--- src/rtl/load_mem_unit.sv ---
// Memory-stage load engine: issues one word read per load, stalls while it is outstanding,
// then extends the selected byte/halfword/word into a one-cycle writeback. Optional macro: LOAD_MISALIGN_TRAP_EN.
package load_mem_pkg;
   typedef enum logic [2:0] {
      LOAD_OP_LB  = 3'd0,
      LOAD_OP_LH  = 3'd1,
      LOAD_OP_LW  = 3'd2,
      LOAD_OP_LBU = 3'd3,
      LOAD_OP_LHU = 3'd4
   } LoadOp_t;
endpackage

module load_mem_unit
   import load_mem_pkg::*;
#(
   parameter int XLEN           = 32,
   parameter int TIMEOUT_CYCLES = 255
) (
   input  logic            clk,
   input  logic            reset,
   input  logic            req_valid,
   output logic            req_ready,
   input  LoadOp_t         LoadOpM,
   input  logic [XLEN-1:0] addrM,
   input  logic [4:0]      rdM,
   input  logic            flush,
   output logic            mem_valid,
   input  logic            mem_ready,
   output logic [XLEN-1:0] mem_addr,
   input  logic [XLEN-1:0] mem_rdata,
   output logic            wb_valid,
   output logic [XLEN-1:0] wb_data,
   output logic [4:0]      wb_rd,
   output logic            wb_fault,
   output logic            stall,
   output logic [1:0]      dbg_state
);

   // Handshakes: req accepted on a rising edge with req_valid && req_ready;
   // bus read completes on a rising edge with mem_valid && mem_ready.
   typedef enum logic [1:0] {
      S_IDLE = 2'd0,
      S_BUS  = 2'd1,
      S_DONE = 2'd2
   } state_t;

   localparam int CNT_W = (TIMEOUT_CYCLES > 1) ? $clog2(TIMEOUT_CYCLES + 1) : 1;
   localparam logic [CNT_W-1:0] TO_LIM = CNT_W'(TIMEOUT_CYCLES);

   state_t           state;
   LoadOp_t          op_q;
   logic [1:0]       off_q;
   logic [4:0]       rd_q;
   logic             kill_q;
   logic [CNT_W-1:0] cnt;
   logic [CNT_W-1:0] cnt_inc;
   logic             timeout;
   logic             misaligned;
   logic [7:0]       sel_byte;
   logic [15:0]      sel_half;
   logic [XLEN-1:0]  load_val;

   assign dbg_state = state;
   assign cnt_inc   = cnt + 1'b1;
   assign timeout   = (TIMEOUT_CYCLES != 0) && (cnt_inc == TO_LIM);

`ifdef LOAD_MISALIGN_TRAP_EN
   assign misaligned = (((LoadOpM == LOAD_OP_LH) || (LoadOpM == LOAD_OP_LHU)) && addrM[0]) ||
                       ((LoadOpM == LOAD_OP_LW) && (addrM[1:0] != 2'b00));
`else
   assign misaligned = 1'b0;
`endif

   always_comb begin
      sel_byte = mem_rdata[7:0];
      case (off_q)
         2'd1:    sel_byte = mem_rdata[15:8];
         2'd2:    sel_byte = mem_rdata[23:16];
         2'd3:    sel_byte = mem_rdata[31:24];
         default: sel_byte = mem_rdata[7:0];
      endcase
      sel_half = off_q[1] ? mem_rdata[31:16] : mem_rdata[15:0];
      case (op_q)
         LOAD_OP_LB:  load_val = {{(XLEN-8){sel_byte[7]}}, sel_byte};
         LOAD_OP_LBU: load_val = {{(XLEN-8){1'b0}}, sel_byte};
         LOAD_OP_LH:  load_val = {{(XLEN-16){sel_half[15]}}, sel_half};
         LOAD_OP_LHU: load_val = {{(XLEN-16){1'b0}}, sel_half};
         default:     load_val = mem_rdata;
      endcase
   end

   always_ff @(posedge clk or posedge reset) begin
      if (reset) begin
         state     <= S_IDLE;
         op_q      <= LOAD_OP_LB;
         off_q     <= 2'b00;
         rd_q      <= 5'd0;
         kill_q    <= 1'b0;
         cnt       <= '0;
         req_ready <= 1'b0;
         mem_valid <= 1'b0;
         mem_addr  <= '0;
         stall     <= 1'b0;
         wb_valid  <= 1'b0;
         wb_data   <= '0;
         wb_rd     <= 5'd0;
         wb_fault  <= 1'b0;
      end else begin
         wb_valid <= 1'b0;
         case (state)
            S_IDLE: begin
               req_ready <= 1'b1;
               if (req_valid && req_ready) begin
                  op_q      <= LoadOpM;
                  off_q     <= addrM[1:0];
                  rd_q      <= rdM;
                  mem_addr  <= {addrM[XLEN-1:2], 2'b00};
                  cnt       <= '0;
                  kill_q    <= 1'b0;
                  req_ready <= 1'b0;
                  if (misaligned) begin
                     state    <= S_DONE;
                     wb_valid <= 1'b1;
                     wb_fault <= 1'b1;
                     wb_data  <= '0;
                     wb_rd    <= rdM;
                  end else begin
                     state     <= S_BUS;
                     mem_valid <= 1'b1;
                     stall     <= 1'b1;
                  end
               end
            end
            S_BUS: begin
               if (flush) kill_q <= 1'b1;
               // mem_ready wins over a simultaneous timeout; a flush seen at any point kills the result
               if (mem_ready || timeout) begin
                  state     <= S_DONE;
                  mem_valid <= 1'b0;
                  stall     <= 1'b0;
                  if (!(kill_q || flush)) begin
                     wb_valid <= 1'b1;
                     wb_rd    <= rd_q;
                     wb_fault <= !mem_ready;
                     wb_data  <= mem_ready ? load_val : '0;
                  end
               end else begin
                  cnt <= cnt_inc;
               end
            end
            S_DONE: begin
               state     <= S_IDLE;
               req_ready <= 1'b1;
            end
            default: state <= S_IDLE;
         endcase
      end
   end

endmodule

--- config.mk ---
export PLATFORM = sky130hd
export DESIGN_NAME = load_mem_unit
export DESIGN_NICKNAME = d
export VERILOG_FILES = /design/src/rtl/load_mem_unit.sv
export SDC_FILE = /design/constraint.sdc
export NUM_CORES = 1
export LEC_CHECK = 0
export ABC_CLOCK_PERIOD_IN_PS = 3100
export CELL_PAD_IN_SITES_DETAIL_PLACEMENT = 1
export CELL_PAD_IN_SITES_GLOBAL_PLACEMENT = 1
export CORE_MARGIN = 3
export CORE_UTILIZATION = 30
export CTS_CLUSTER_SIZE = 10
export DETAILED_ROUTE_END_ITERATION = 10
export HOLD_SLACK_MARGIN = 0.08
export PLACE_DENSITY = 0.75
export SLEW_MARGIN = 25
export SYNTH_ARGS = -nofsm -noshare
export SYNTH_HDL_FRONTEND = slang
export SYNTH_SLANG_ARGS = --single-unit
--- constraint.sdc ---
create_clock -name clk -period 3.1 [get_ports clk]
set_input_delay 0.62 -clock clk [delete_from_list [all_inputs] [get_ports clk]]
set_output_delay 0.62 -clock clk [all_outputs]
set_load 0.05 [all_outputs]
==> run_results.csv, run 1 <==
group,metric,value,unit
yosys,synthArstFlopShare,100,%
yosys,synth_enable_flop_cells,0,
route,drt_iter0_drc,304,
setup_path,crit_slowest_cell,"clkdlybuf4s50_1",
route,finalWirelength,13800,um
power_and_ir_drop,ir_worst_vdd,0.488,mV
setup_path,cp.arrival,2550,ps
timing,fmax,437,MHz
setup_path,crit_chain,"clkdlybuf4s50_1, nor3_1, and2_1, buf_4, nand3_2, o2bb2ai_1",
route,routed_via_density,5.09,
setup_path,crit_required,3360,ps
floorplan,die_w,126,um
global_route,grt_max_degree,54,
floorplan,num_rows,43,
yosys,yosysUniqueCellTypes,50,
global_route,grt_pass1_vias,4154,
global_route,grt_overflow,0,
clocking,cts_resized,0,
global_route,grt_first_pass_wirelength,22400,um
final_layout,drive_gt1_share,7.86,%
placed_design,gp_congestion,0.869,
floorplan,num_io_pins,153,
power_and_ir_drop,p_leak,0.00277,uW
yosys,synth_area_per_cell,9.83,sq um
floorplan,start_util,30.9,%
yosys,ys_ff_latch,92,
timing,post-route-min-period,2290,ps
timing,tightest_slew,797,ps
setup_path,worst_setup_path_start_kind,"input pin",
setup_path,cp_top_family,"simple AND/OR/NAND/NOR gates",
timing,setup_violations,0,
final_layout,nNetsFinal,659,
min_path,worstHoldPathType,"reg2reg",
timing,hold_ws,472,ps
power_and_ir_drop,powerDensity,1190,nW/um^2
timing,hold_viol,0,
timing,rsz0062_at_grt,"no",
final_layout,fill_cells,1564,
timing,slew-limit-headroom,46.9,%
setup_path,max_stage_delay,430,ps
clocking,tritoncts,"yes",
clocking,h-tree-depth,3,
final_layout,final_cell_mix,"150 x clkdlybuf4s50_1, 124 x nand2_1, 92 x dfrtp_1",
clocking,path_clk_slew,60,ps
route,wire_per_inst,18.1,um
placed_design,port_buffers,150,
status,status,"finished clean",
yosys,synth-main-ff-cell,"dfrtp_1",
floorplan,core_area,14000,sq um
yosys,syn-cell-area,4330,sq um
route,drc,0,
final_layout,area_delta_synth_final,44.7,%
global_route,track_usage,17.6,%
clocking,cts_root_buffer,"clkbuf_16",
timing,drv_slew,0,
final_layout,mostFrequentLayoutCell,"clkdlybuf4s50_1",
clocking,ctsHoldBuffers,0,
clocking,cts.sinks,92,
yosys,synth_warnings,0,
clocking,clockBufferDepth,2,
setup_path,crit_fanout,16,
placed_design,dp.final_hpwl,10200,um
route,num_vias,3892,
route,detail-route-antenna-nets,0,
route,drt-pass1-iter-count,4,
timing,post-route-period-util,73.8,%
setup_path,worstSetupPathType,"in2reg",
clocking,numCtsBuffers,9,
job,drv_cap,0,
floorplan,die_h,126,um
yosys,yosysSeqAreaShare,53.2,%
timing,finalClockSkew,10.6,ps
clocking,post-cts-setup-buffers,0,
floorplan,die-area,15900,sq um
global_route,antenna_found_initial,2,
timing,fin_tns_setup,0,ps
final_layout,antennaDiodeCount,0,
yosys,synth_cells,440,
setup_path,worst_setup_path_end_kind,"register",
setup_path,cp_num_buf_inv,2,
clocking,clkLatencyLatePin,350,ps
[cell usage after synthesis (3+ instances only)]
cell / number / area (sq um)
nor3b_1: 3 / 22.5
a21o_1: 3 / 22.5
nor2_1: 31 / 116
o2bb2ai_1: 31 / 272
o221ai_1: 6 / 52.6
xnor2_1: 3 / 26.3
nand2_1: 124 / 465
buf_2: 8 / 40.0
dfrtp_1: 92 / 2300
a21oi_1: 6 / 30.0
mux2_2: 4 / 45.0
inv_1: 9 / 33.8
mux2i_1: 14 / 140
buf_4: 5 / 37.5
o22ai_1: 8 / 50.1
clkbuf_1: 12 / 45.0
buf_6: 4 / 45.0
nand3_1: 10 / 50.1
mux2_4: 3 / 45.0
o21ai_0: 10 / 50.1
a22oi_1: 12 / 90.1
[power by group]
part,internal [uW],switching [uW]
sequential,1740,473
clock,589,477
combinational,1450,2730
[final timing paths]
check / startpoint / end / slack, ps / depth (start not counted)
setup reg to reg: cnt[0] / cnt[4] / 850 / 8
hold / removal: rd_q[3] / rd_q[3] / 470 / 2
max in group asynchronous: reset / wb_data[2] / 1670 / 3
min in group asynchronous: reset / mem_addr[2] / 740 / 2
hold reg to reg: rd_q[3] / rd_q[3] / 470 / 2
setup / recovery: flush / wb_data[30] / 810 / 6
[cell families after synthesis]
| kind of cell | count (synthesis) | share of synthesized area [%] |
|---|---|---|
| fa+ha+maj | 2 | 0.578 |
| buf+inv | 38 | 4.66 |
| simple gates | 187 | 18.3 |
| compound gates | 93 | 16.2 |
| other cells | 1 | 0.0867 |
| mux | 23 | 6.16 |
| xor+xnor | 4 | 0.810 |
| flops | 92 | 53.2 |
[worst register-to-register path, delay by kind of cell (launching register included)]
family,cells,cell delay (ps)
buffers and inverters,2,150
AND/OR/NAND/NOR,3,630
AO/OA/AOI/OAI,2,800
flip-flops,1,430
adder cells (fa/ha/maj),1,150
[metal layers]
| layer | vias to the layer above | share of wire [%] | GRT usage, % |
|---|---|---|---|
| li1 | 1797 | - | - |
| met1 | 1911 | 43 | 22.9 |
| met2 | 162 | 47 | 27.9 |
| met3 | 18 | 8.8 | 6.40 |
| met4 | 4 | 1.2 | 4.48 |
| met5 | - | 0.16 | 0 |
[per-stage QoR]
stage | cell area, sq um | worst slack [ps] | power [uW] | util, % | std cells
final | 6260 | 812 | 7470 | 44.7 | 765
after global routing | 6260 | 574 | 7930 | 44.7 | 765
after CTS | 6260 | 809 | 7550 | 44.7 | 765
after detailed placement | 5970 | 458 | 6450 | 42.7 | 749
after global placement | 5970 | 546 | 6320 | 42.7 | 749
after floorplan | 4330 | 88.0 | 4990 | - | 441
[registers in the layout (all words and copies together) (netlist names)]
register   count
cnt            8
dbg_state      2
kill_q         1
mem_addr      30
off_q          2
op_q           3
rd_q           5
req_ready      1
stall          1
wb_data       32
wb_fault       1
wb_rd          5
wb_valid       1
[layout make-up]
cell class / count / area, sq um / share of cell area, %
timing repair buffer: 157 / 1570 / 25.0
clock inverter: 5 / 36.3 / 0.580
sequential: 92 / 2300 / 36.8
multi-input combinational: 311 / 1840 / 29.4
tap: 180 / 225 / 3.60
clock buffer: 11 / 253 / 4.04
inverter: 9 / 36.3 / 0.580
No activity file was read; power rests on OpenSTA's default activity.
==> run 2, diff against run 1 <==
--- a/config.mk
+++ b/config.mk
@@ -5,15 +5,15 @@
 export SDC_FILE = /design/constraint.sdc
 export NUM_CORES = 1
 export LEC_CHECK = 0
-export ABC_CLOCK_PERIOD_IN_PS = 3100
+export ABC_CLOCK_PERIOD_IN_PS = 2300
 export CELL_PAD_IN_SITES_DETAIL_PLACEMENT = 1
 export CELL_PAD_IN_SITES_GLOBAL_PLACEMENT = 1
 export CORE_MARGIN = 3
-export CORE_UTILIZATION = 30
+export CORE_UTILIZATION = 34
 export CTS_CLUSTER_SIZE = 10
 export DETAILED_ROUTE_END_ITERATION = 10
 export HOLD_SLACK_MARGIN = 0.08
-export PLACE_DENSITY = 0.75
+export PLACE_DENSITY = 0.8
 export SLEW_MARGIN = 25
 export SYNTH_ARGS = -nofsm -noshare
 export SYNTH_HDL_FRONTEND = slang
==> constraint.sdc (replaced) <==
create_clock -name clk -period 2.3 [get_ports clk]
set_input_delay 0.46 -clock clk [delete_from_list [all_inputs] [get_ports clk]]
set_output_delay 0.46 -clock clk [all_outputs]
set_load 0.05 [all_outputs]
==> run 2 against run 1 <==
Register-to-register slack got worse by 580 ps. Sequential cell count unchanged. First-iteration DRC count down 5.6%. Worst setup slack got worse by 580 ps. Die area fell by 11%. Global-route usage increased by 3.0 points. Final area rose by 2.7%. Cell count is 0.13% higher. Utilization grew 7.9 points. Via count grew 2.7%. Critical path depth fell by 5. Hold slack got worse by 0.55 ps. Largest power group unchanged.
==> run_results.csv, run 2 (synthesized netlist as in run 1, its figures left out) <==
group,metric,value,unit
clocking,clockBufferDepth,2,
setup_path,worst_setup_path_end_kind,"primary output",
floorplan,die_w,119,um
clocking,clkLatencyLatePin,350,ps
setup_path,r2r_start,"cnt[0]",
min_path,worstHoldPathType,"reg2reg",
clocking,numCtsBuffers,9,
placed_design,port_buffers,150,
route,wire_per_inst,18.6,um
final_layout,final_cell_mix,"150 x clkdlybuf4s50_1, 124 x nand2_1, 92 x dfrtp_1",
timing,slew-limit-headroom,62.1,%
power_and_ir_drop,p_leak,0.00286,uW
timing,drv_slew,0,
setup_path,crit_fanout,5,
setup_path,max_stage_delay,850,ps
setup_path,setup.worst_path.start,"dbg_state[0]",
clocking,ctsHoldBuffers,0,
global_route,grt_pass1_vias,4328,
final_layout,layoutNonFillerInstCount,766,
power_and_ir_drop,p_int,5530,uW
timing,finalClockSkew,7.48,ps
clocking,tritoncts,"yes",
timing,rsz0062_at_grt,"no",
global_route,antenna_found_initial,1,
route,finalWirelength,14200,um
final_layout,final_util,52.6,%
placed_design,dp.final_hpwl,10400,um
final_layout,regMostFlops,"wb_data",
final_layout,nNetsFinal,671,
setup_path,cp_num_buf_inv,1,
status,status,"finished clean",
clocking,path_clk_slew,60,ps
setup_path,crit_slowest_cell,"clkdlybuf4s50_1",
floorplan,num_io_pins,153,
placed_design,gp_congestion,0.840,
power_and_ir_drop,p_clk_share,16.5,%
timing,tightest_slew,567,ps
setup_path,worst_setup_path_start_kind,"register",
power_and_ir_drop,ir_worst_vdd,1.10,mV
timing,setup_violations,0,
floorplan,core_area,12200,sq um
route,routed_via_density,5.22,
final_layout,mostFrequentLayoutCell,"clkdlybuf4s50_1",
clocking,cts_root_buffer,"clkbuf_16",
timing,hold_viol,0,
final_layout,reg.largest.list,"wb_data x32, mem_addr x30, cnt x8",
placed_design,placedCellCount,749,
clocking,post-cts-setup-buffers,0,
final_layout,fill_cells,1381,
power_and_ir_drop,p_switching,5040,uW
route,drt-pass1-iter-count,4,
min_path,holdCritStartpoint,"mem_addr[26]",
power_and_ir_drop,combinationalPowerShare,55.7,%
global_route,grt_overflow,0,
timing,post-route-min-period,2060,ps
setup_path,crit_chain,"clkdlybuf4s50_1",
setup_path,cp.arrival,1600,ps
final_layout,area_delta_synth_final,48.5,%
clocking,h-tree-depth,3,
floorplan,die_h,119,um
route,detail-route-antenna-nets,0,
final_layout,multi_input_area,1840,sq um
power_and_ir_drop,powerDensity,1650,nW/um^2
global_route,track_usage,20.6,%
route,drt_iter0_drc,287,
final_layout,largest_register_ffs,32,
route,num_vias,3997,
setup_path,cp_top_family,"buffers and inverters",
power_and_ir_drop,p_sw_share,47.7,%
setup_path,crit_required,1840,ps
setup_path,worstSetupPathType,"reg2out",
final_layout,drive_gt1_share,9.55,%
floorplan,die-area,14100,sq um
route,drc,0,
timing,fin_tns_setup,0,ps
power_and_ir_drop,p_seq_share,27.7,%
clocking,cts.sinks,92,
floorplan,num_rows,40,
power_and_ir_drop,total_power,10600,uW
global_route,grt_first_pass_wirelength,23100,um
job,drv_cap,0,
global_route,grt_max_degree,93,
floorplan,start_util,35.4,%
timing,fmax,485,MHz
clocking,cts_resized,0,
final_layout,regArea,2300,sq um
timing,post-route-period-util,89.7,%
## run 2: changes by cell type in the layout (fill, tap and decap cells not counted)
cell	change
diode_2	+1
clkinv_4	-3
clkbuf_1	+1
buf_12	+2
clkinvlp_4	+1
clkinv_2	-1
buf_4	+10
inv_4	-1
bufinv_16	+3
## run 2: worst paths after layout
path | end | slack, ps | cells after the start
max in group asynchronous | cnt[3] | 1280 | 3
min | mem_addr[26] | 470 | 2
min reg2reg | mem_addr[26] | 470 | 2
min in group asynchronous | wb_data[25] | 600 | 3
max | dbg_state[0] | 240 | 1
max reg2reg | wb_data[27] | 270 | 9
## run 2: area by class of cell
class / instances / area share, %
antenna: 1 / 0.0389
clock buffer: 12 / 3.99
clock inverter: 4 / 1.48
inverter: 9 / 0.584
multi-input combinational: 311 / 28.6
sequential: 92 / 35.8
tap: 168 / 3.27
timing repair buffer: 169 / 26.2
## run 2: power by group through the flow
stage / clock network [uW] / logic (uW) / registers (uW)
5_1_grt: 1850 / 6260 / 3040
4_1_cts: 1780 / 5940 / 2930
3_5_place_dp: 0 / 5900 / 2930
3_3_place_gp: 0 / 5750 / 2920
2_1_floorplan: 0 / 1920 / 4800
6_report: 1750 / 5890 / 2930
## run 2: metal layers
metal  vias up  GRT usage [%]  wire length (um)
met5         -              0                 9
li1       1823              -                 -
met2       185           33.2              6790
met4         2           8.18               279
met3        22           7.56              1410
met1      1965           25.0              5750
## run 2: stage by stage
stage | hold slack (ps) | worst slack [ps] | instance area, sq um
2_1_floorplan | 442 | 395 | 4330
3_3_place_gp | 458 | 119 | 6070
3_5_place_dp | 462 | 10.8 | 6070
4_1_cts | 477 | 222 | 6420
5_1_grt | 497 | 129 | 6420
6_report | 472 | 236 | 6420
==> run 3, diff against run 2 <==
--- a/config.mk
+++ b/config.mk
@@ -5,7 +5,7 @@
 export SDC_FILE = /design/constraint.sdc
 export NUM_CORES = 1
 export LEC_CHECK = 0
-export ABC_CLOCK_PERIOD_IN_PS = 2300
+export CAP_MARGIN = 0
 export CELL_PAD_IN_SITES_DETAIL_PLACEMENT = 1
 export CELL_PAD_IN_SITES_GLOBAL_PLACEMENT = 1
 export CORE_MARGIN = 3
==> results of run 3 <==
Final layout, timing and power as in run 2 (identical DEF).
